$ cat src/rtl/frame_capture_ctrl.sv
// Frame capture sequencer: arms on a software request, passes only whole frames aligned
// to a frame start, counts completed frames and flags frames whose geometry is wrong.
module frame_capture_ctrl #(
    parameter int IMAGE_WIDTH  = 640,
    parameter int IMAGE_HEIGHT = 512,
    parameter int DATA_W       = 16,
    parameter int FRAME_CNT_W  = 8
) (
    input  logic                   i_Sys_clk,
    input  logic                   i_Rst_n,
    input  logic                   i_Start,
    input  logic                   i_Stop,
    input  logic [FRAME_CNT_W-1:0] i_Frame_num,
    input  logic                   i_Fv,
    input  logic                   i_Lv,
    input  logic [DATA_W-1:0]      i_Data,
    output logic [DATA_W-1:0]      o_Data,
    output logic                   o_Cap_en,
    output logic                   o_Sof,
    output logic                   o_Eol,
    output logic                   o_Eof,
    output logic                   o_Done,
    output logic                   o_Busy,
    output logic                   o_Err_size,
    output logic [FRAME_CNT_W-1:0] o_Frame_cnt
);
    localparam int PIX_W  = $clog2(IMAGE_WIDTH + 1) + 1;
    localparam int LINE_W = $clog2(IMAGE_HEIGHT + 1) + 1;
    localparam logic [PIX_W-1:0]  PIX_TARGET  = PIX_W'(IMAGE_WIDTH);
    localparam logic [LINE_W-1:0] LINE_TARGET = LINE_W'(IMAGE_HEIGHT);

    typedef enum logic [1:0] {
        ST_IDLE,
        ST_ARMED,
        ST_CAPTURE
    } state_e;

    state_e                 state_q, state_d;
    logic                   fv_d1_q, fv_d1_d;
    logic                   lv_d1_q, lv_d1_d;
    logic [FRAME_CNT_W-1:0] frame_num_q, frame_num_d;
    logic [FRAME_CNT_W-1:0] frame_cnt_q, frame_cnt_d;
    logic [FRAME_CNT_W-1:0] frame_cnt_inc;
    logic                   stop_pending_q, stop_pending_d;
    logic [PIX_W-1:0]       pix_cnt_q, pix_cnt_d;
    logic [LINE_W-1:0]      line_cnt_q, line_cnt_d;
    logic [LINE_W-1:0]      line_cnt_next;
    logic                   err_q, err_d;
    logic [DATA_W-1:0]      data_q, data_d;
    logic                   cap_en_q, cap_en_d;
    logic                   sof_q, sof_d;
    logic                   eol_q, eol_d;
    logic                   eof_q, eof_d;
    logic                   done_q, done_d;
    logic                   busy_q, busy_d;
    logic                   fv_rise, fv_fall, lv_fall;
    logic                   cap_active;

    assign fv_rise = i_Fv & ~fv_d1_q;
    assign fv_fall = fv_d1_q & ~i_Fv;
    // A line end only counts while the frame was valid, so stray lines in blanking are ignored
    assign lv_fall = lv_d1_q & ~i_Lv & fv_d1_q;

    always_comb begin
        state_d        = state_q;
        fv_d1_d        = i_Fv;
        lv_d1_d        = i_Lv;
        frame_num_d    = frame_num_q;
        frame_cnt_d    = frame_cnt_q;
        frame_cnt_inc  = frame_cnt_q + FRAME_CNT_W'(1);
        stop_pending_d = stop_pending_q;
        err_d          = err_q;
        pix_cnt_d      = pix_cnt_q;
        line_cnt_d     = line_cnt_q;
        line_cnt_next  = line_cnt_q;
        data_d         = i_Data;
        sof_d          = 1'b0;
        eol_d          = 1'b0;
        eof_d          = 1'b0;
        done_d         = 1'b0;
        cap_active     = 1'b0;

        if (state_q == ST_CAPTURE && lv_fall && line_cnt_q != '1) begin
            line_cnt_next = line_cnt_q + LINE_W'(1);
        end

        case (state_q)
            ST_IDLE: begin
                if (i_Start && !i_Stop) begin
                    state_d     = ST_ARMED;
                    frame_num_d = i_Frame_num;
                    frame_cnt_d = '0;
                    err_d       = 1'b0;
                end
            end
            ST_ARMED: begin
                if (i_Stop) begin
                    state_d = ST_IDLE;
                end else if (fv_rise) begin
                    state_d    = ST_CAPTURE;
                    sof_d      = 1'b1;
                    cap_active = 1'b1;
                end
            end
            ST_CAPTURE: begin
                cap_active = 1'b1;
                if (i_Stop) begin
                    stop_pending_d = 1'b1;
                end
                if (lv_fall) begin
                    eol_d = 1'b1;
                    if (pix_cnt_q != PIX_TARGET) begin
                        err_d = 1'b1;
                    end
                end
                // Line count includes a line ending on this same cycle; a line cut by fv_fall is not counted
                if (fv_fall) begin
                    eof_d       = 1'b1;
                    frame_cnt_d = frame_cnt_inc;
                    if (line_cnt_next != LINE_TARGET || i_Lv) begin
                        err_d = 1'b1;
                    end
                    if (stop_pending_q || i_Stop ||
                        (frame_num_q != '0 && frame_cnt_inc == frame_num_q)) begin
                        state_d = ST_IDLE;
                        done_d  = 1'b1;
                    end else begin
                        state_d = ST_ARMED;
                    end
                end
            end
            default: state_d = ST_IDLE;
        endcase

        if (state_d == ST_IDLE) begin
            stop_pending_d = 1'b0;
        end

        if (fv_rise) begin
            pix_cnt_d  = '0;
            line_cnt_d = '0;
        end else begin
            line_cnt_d = line_cnt_next;
        end
        if (lv_fall) begin
            pix_cnt_d = '0;
        end
        if (cap_active && i_Lv && i_Fv && pix_cnt_d != '1) begin
            pix_cnt_d = pix_cnt_d + PIX_W'(1);
        end

        cap_en_d = cap_active & i_Lv & i_Fv;
        busy_d   = (state_d != ST_IDLE);
    end

    always_ff @(posedge i_Sys_clk or negedge i_Rst_n) begin
        if (!i_Rst_n) begin
            state_q        <= ST_IDLE;
            fv_d1_q        <= 1'b0;
            lv_d1_q        <= 1'b0;
            frame_num_q    <= '0;
            frame_cnt_q    <= '0;
            stop_pending_q <= 1'b0;
            pix_cnt_q      <= '0;
            line_cnt_q     <= '0;
            err_q          <= 1'b0;
            data_q         <= '0;
            cap_en_q       <= 1'b0;
            sof_q          <= 1'b0;
            eol_q          <= 1'b0;
            eof_q          <= 1'b0;
            done_q         <= 1'b0;
            busy_q         <= 1'b0;
        end else begin
            state_q        <= state_d;
            fv_d1_q        <= fv_d1_d;
            lv_d1_q        <= lv_d1_d;
            frame_num_q    <= frame_num_d;
            frame_cnt_q    <= frame_cnt_d;
            stop_pending_q <= stop_pending_d;
            pix_cnt_q      <= pix_cnt_d;
            line_cnt_q     <= line_cnt_d;
            err_q          <= err_d;
            data_q         <= data_d;
            cap_en_q       <= cap_en_d;
            sof_q          <= sof_d;
            eol_q          <= eol_d;
            eof_q          <= eof_d;
            done_q         <= done_d;
            busy_q         <= busy_d;
        end
    end

    assign o_Data      = data_q;
    assign o_Cap_en    = cap_en_q;
    assign o_Sof       = sof_q;
    assign o_Eol       = eol_q;
    assign o_Eof       = eof_q;
    assign o_Done      = done_q;
    assign o_Busy      = busy_q;
    assign o_Err_size  = err_q;
    assign o_Frame_cnt = frame_cnt_q;

endmodule

$ cat config.mk
export PLATFORM = sky130hd
export DESIGN_NAME = frame_capture_ctrl
export DESIGN_NICKNAME = d
export VERILOG_FILES = /design/src/rtl/frame_capture_ctrl.sv
export SDC_FILE = /design/constraint.sdc
export NUM_CORES = 1
export LEC_CHECK = 0
export ABC_AREA = 0
export CAP_MARGIN = 20
export CELL_PAD_IN_SITES_DETAIL_PLACEMENT = 0
export CELL_PAD_IN_SITES_GLOBAL_PLACEMENT = 1
export CORE_ASPECT_RATIO = 1.25
export CORE_MARGIN = 2
export CORE_UTILIZATION = 36
export DETAILED_ROUTE_END_ITERATION = 8
export GPL_TIMING_DRIVEN = 0
export HOLD_SLACK_MARGIN = 0.1
export PLACE_DENSITY = 0.72
export SKIP_CTS_REPAIR_TIMING = 1
export SYNTH_ARGS = -nofsm -noshare
export SYNTH_HDL_FRONTEND = slang
export SYNTH_SLANG_ARGS = --single-unit
$ cat constraint.sdc
create_clock -name i_Sys_clk -period 2.25 [get_ports i_Sys_clk]
set_clock_uncertainty 0.05 [all_clocks]
set_input_delay 0.45 -clock i_Sys_clk [delete_from_list [all_inputs] [get_ports i_Sys_clk]]
set_output_delay 0.45 -clock i_Sys_clk [all_outputs]
set_load 0.03 [all_outputs]
==> results.sh <==
export IMPL_htreeDepth=3
export IMPL_design_area_um2=4420
export IMPL_hold_path_class="in -> async"
export IMPL_yosysWarnings=0
export IMPL_synthToLayoutAreaGrowth_pct=39.5
export IMPL_synth_seq_cells=66
export IMPL_drtPass1Iterations=4
export IMPL_avgSynthCellArea_um2=10.7
export IMPL_rr_startpoint="fv_d1_q$_DFF_PN0_"
export IMPL_clkPwrFrac_pct=30.8
export IMPL_cts_tree="done"
export IMPL_drive_gt1_share_pct=21.7
export IMPL_multiInputGateArea_um2=1540
export IMPL_p_int_mw=2.28
export IMPL_worstReg2RegEnd="pix_cnt_q[9]$_DFF_PN0_"
export IMPL_fmax_mhz=434
export IMPL_async_flop_share_pct=100
export IMPL_antenna_cells=0
export IMPL_worstSetupStartpointType="register"
export IMPL_gr_total_overflow=0
export IMPL_hold_viol=0
export IMPL_finalHoldWorstSlack_ps=147
export IMPL_antenna_left=0
export IMPL_regArea_um2=1660
export IMPL_fin_tns_setup_ps=-53.7
export IMPL_grt_max_degree=67
export IMPL_rsz0062_at_grt="yes"
export IMPL_cp_end_kind="register"
export IMPL_antenna_found_initial=0
export IMPL_max_stage_delay_ps=440
export IMPL_r2r_setup_slack_ps=-50
export IMPL_setup_violations=1
export IMPL_critPathArrivalTime_ps=2530
export IMPL_total_power_mw=3.30
export IMPL_pre_cts_slack_ps=-786
export IMPL_utilization_pct=51.4
export IMPL_cts_buffers=9
export IMPL_p_leak_nw=1.92
export IMPL_clk_latency_ps=350
export IMPL_rows=38
export IMPL_syn_nets=334
export IMPL_max_slew_margin_pct=46.2
export IMPL_die_w_um=88.0
export IMPL_startpoint="fv_d1_q$_DFF_PN0_"
export IMPL_grt_pass1_vias=2334
export IMPL_seqPwrFrac_pct=43.7
export IMPL_vias=2566
export IMPL_ys_seq_area_share_pct=52.1
export IMPL_via_per_inst=4.96
export IMPL_syn_inst=297
export IMPL_cap_violations=0
export IMPL_switching_share_pct=31.0
export IMPL_avgRoutedWirePerCell_um=14.2
export IMPL_fill_cells=802
export IMPL_layout_cells_non_filler=517
export IMPL_finalWorstSetupSlack_ps=-53.7
export IMPL_dpl_cell_area_um2=3950
export IMPL_ys_dominant_reg_cell="dfrtp_1"
export IMPL_netlist_area_um2=3170
export IMPL_groute_usage_overall_pct=15.7
export IMPL_min_period_ps=2300
export IMPL_clock_sinks=66
export IMPL_final_period_utilization_pct=102
export IMPL_irDropWorstVdd_mv=0.342
export IMPL_cp_required_ps=2470
export IMPL_crit_chain="and2b_2 -> nor2_4 -> and2_4 -> ha_4 -> nand2_4 -> nor3_4 -> a31oi_4 -> nand4_1 -> or3_1 -> a21oi_2"
export IMPL_nets=429
export IMPL_clk_transition_reported_paths_ps=80
export IMPL_io_buffers=60
export IMPL_pwr_share_comb_pct=25.5
export IMPL_drt_iter0_drc=78
export IMPL_crit_path_max_fanout=6
export IMPL_power_density_nw_per_um2=746
export IMPL_clockBufferDepth=2
export IMPL_cp_slowest_cell="dfrtp_2"
export IMPL_cts_root_buf="clkbuf_8"
export IMPL_start_util_pct=36.9
export IMPL_dieArea_um2=9580
export IMPL_drc_errors=0
export IMPL_status="finished with violations"
export IMPL_chipHeight_um=109
export IMPL_gp_congestion=0.820
export IMPL_dpl_cell_count=477
export IMPL_switchingPower_mw=1.02
export IMPL_worst_pin_slew_ps=807
export IMPL_totalWireLength_um=7320
export IMPL_core_area_um2=8610
export IMPL_ios=61
export IMPL_synth_edf_count=0
export IMPL_synth_cell_types=54
export IMPL_r2r_cells=10
export IMPL_violations="setup timing"
export IMPL_grt_first_pass_wirelength_um=11400
export IMPL_dpl_hpwl_um=4880
export IMPL_crit_type="reg -> reg"
export IMPL_report_final_slew_viol_count=0
==> cells by family after synthesis <==
kind of cell | Yosys count | share of synthesized area, %
adders and majority gates | 7 | 2.76
and+or+nand+nor | 115 | 19.3
AOI/OAI and AO/OA | 62 | 13.3
muxes | 9 | 3.20
xor gates and xnor gates | 24 | 6.63
DFF | 66 | 52.1
buffers and inverters | 14 | 2.76
==> final cells by class <==
| cell class | count | area share (%) |
|---|---|---|
| Sequential cell | 66 | 37.4 |
| Multi-Input combinational cell | 217 | 34.8 |
| Timing Repair Buffer | 84 | 17.8 |
| Tap cell | 120 | 3.39 |
| Clock buffer | 10 | 3.11 |
| Buffer | 9 | 1.56 |
| Clock inverter | 6 | 1.50 |
| Inverter | 5 | 0.424 |
==> layout by cell type, fill, tap and decap left out, drive strengths merged, types with 2 or more instances in the layout <==
cell and count:
nor4 4, and2b 4, and3 7, xnor2 10
nand2 17, clkinvlp 3, nand4 11, a41oi 3
mux2 9, dfrtp 66, and3b 2, inv 5
buf 32, nand3 10, clkbuf 12, a21oi 13
dlymetal6s2s 2, and2 6, o31ai 6, and4 2
nor3b 2, clkinv 2, nand2b 5, ha 7
or3 3, a311oi 2, nor3 4, o21ai 20
nor2 30, xor2 14, nor2b 5, a31oi 3
clkdlybuf4s50 57
==> layer usage <==
layer / routed length [µm] / GRT usage, % / vias up
li1: - / - / 1259
met1: 3120 / 19.3 / 1235
met2: 3730 / 25.9 / 62
met3: 315 / 3.63 / 10
met4: 155 / 7.58 / 0
met5: 0 / 0 / -
==> synth_stat cells (5+ instances only) <==
library cell  count  share of area, %
xnor2_1          10               2.8
o31ai_1           6               1.4
nor2_1           30               3.6
nor2b_1           5              0.99
ha_1              7               2.8
dfrtp_1          66                52
and2_1            6               1.2
inv_1             5              0.59
o21ai_0          17               2.7
and3_1            7               1.4
nand2b_1          5              0.99
xor2_1           14               3.9
mux2_2            9               3.2
nand4_1          11               2.2
nand3_1          10               1.6
a21oi_1          13               2.1
nand2_1          17               2.0
==> power by group through the flow <==
stage / Clock (mW) / Sequential (mW) / Combinational (mW)
2_1_floorplan: 0 / 1.50 / 0.433
3_3_place_gp: 0 / 1.45 / 0.751
3_5_place_dp: 0 / 1.46 / 0.759
4_1_cts: 1.06 / 1.44 / 0.761
5_1_grt: 1.12 / 1.47 / 0.915
6_report: 1.02 / 1.44 / 0.841
==> critical path: cells and delay by family (launching register included) <==
family          cells  cell delay, ps
simple gates        7            1210
fa+ha+maj           1             170
compound gates      2             360
flops               1             440
==> worst max-delay path by stage <==
stage                               to  slack, ps  depth (start not counted)
2_1_floorplan   pix_cnt_q[7]$_DFF_PN0_         30                         10
4_1_cts         pix_cnt_q[5]$_DFF_PN0_       -400                         11
5_1_grt         pix_cnt_q[9]$_DFF_PN0_       -160                         10
3_5_place_dp    pix_cnt_q[5]$_DFF_PN0_       -790                         11
6_report        pix_cnt_q[9]$_DFF_PN0_        -50                         10
3_3_place_gp   line_cnt_q[6]$_DFF_PN0_      -1530                          1
==> registers in the layout (all words and copies together) (netlist names), 2 cells and up <==
signal	cells
o_Data	16
o_Frame_cnt	8
line_cnt_q	11
frame_num_q	8
state_q	2
pix_cnt_q	11
No activity file was read; power rests on OpenSTA's default activity.
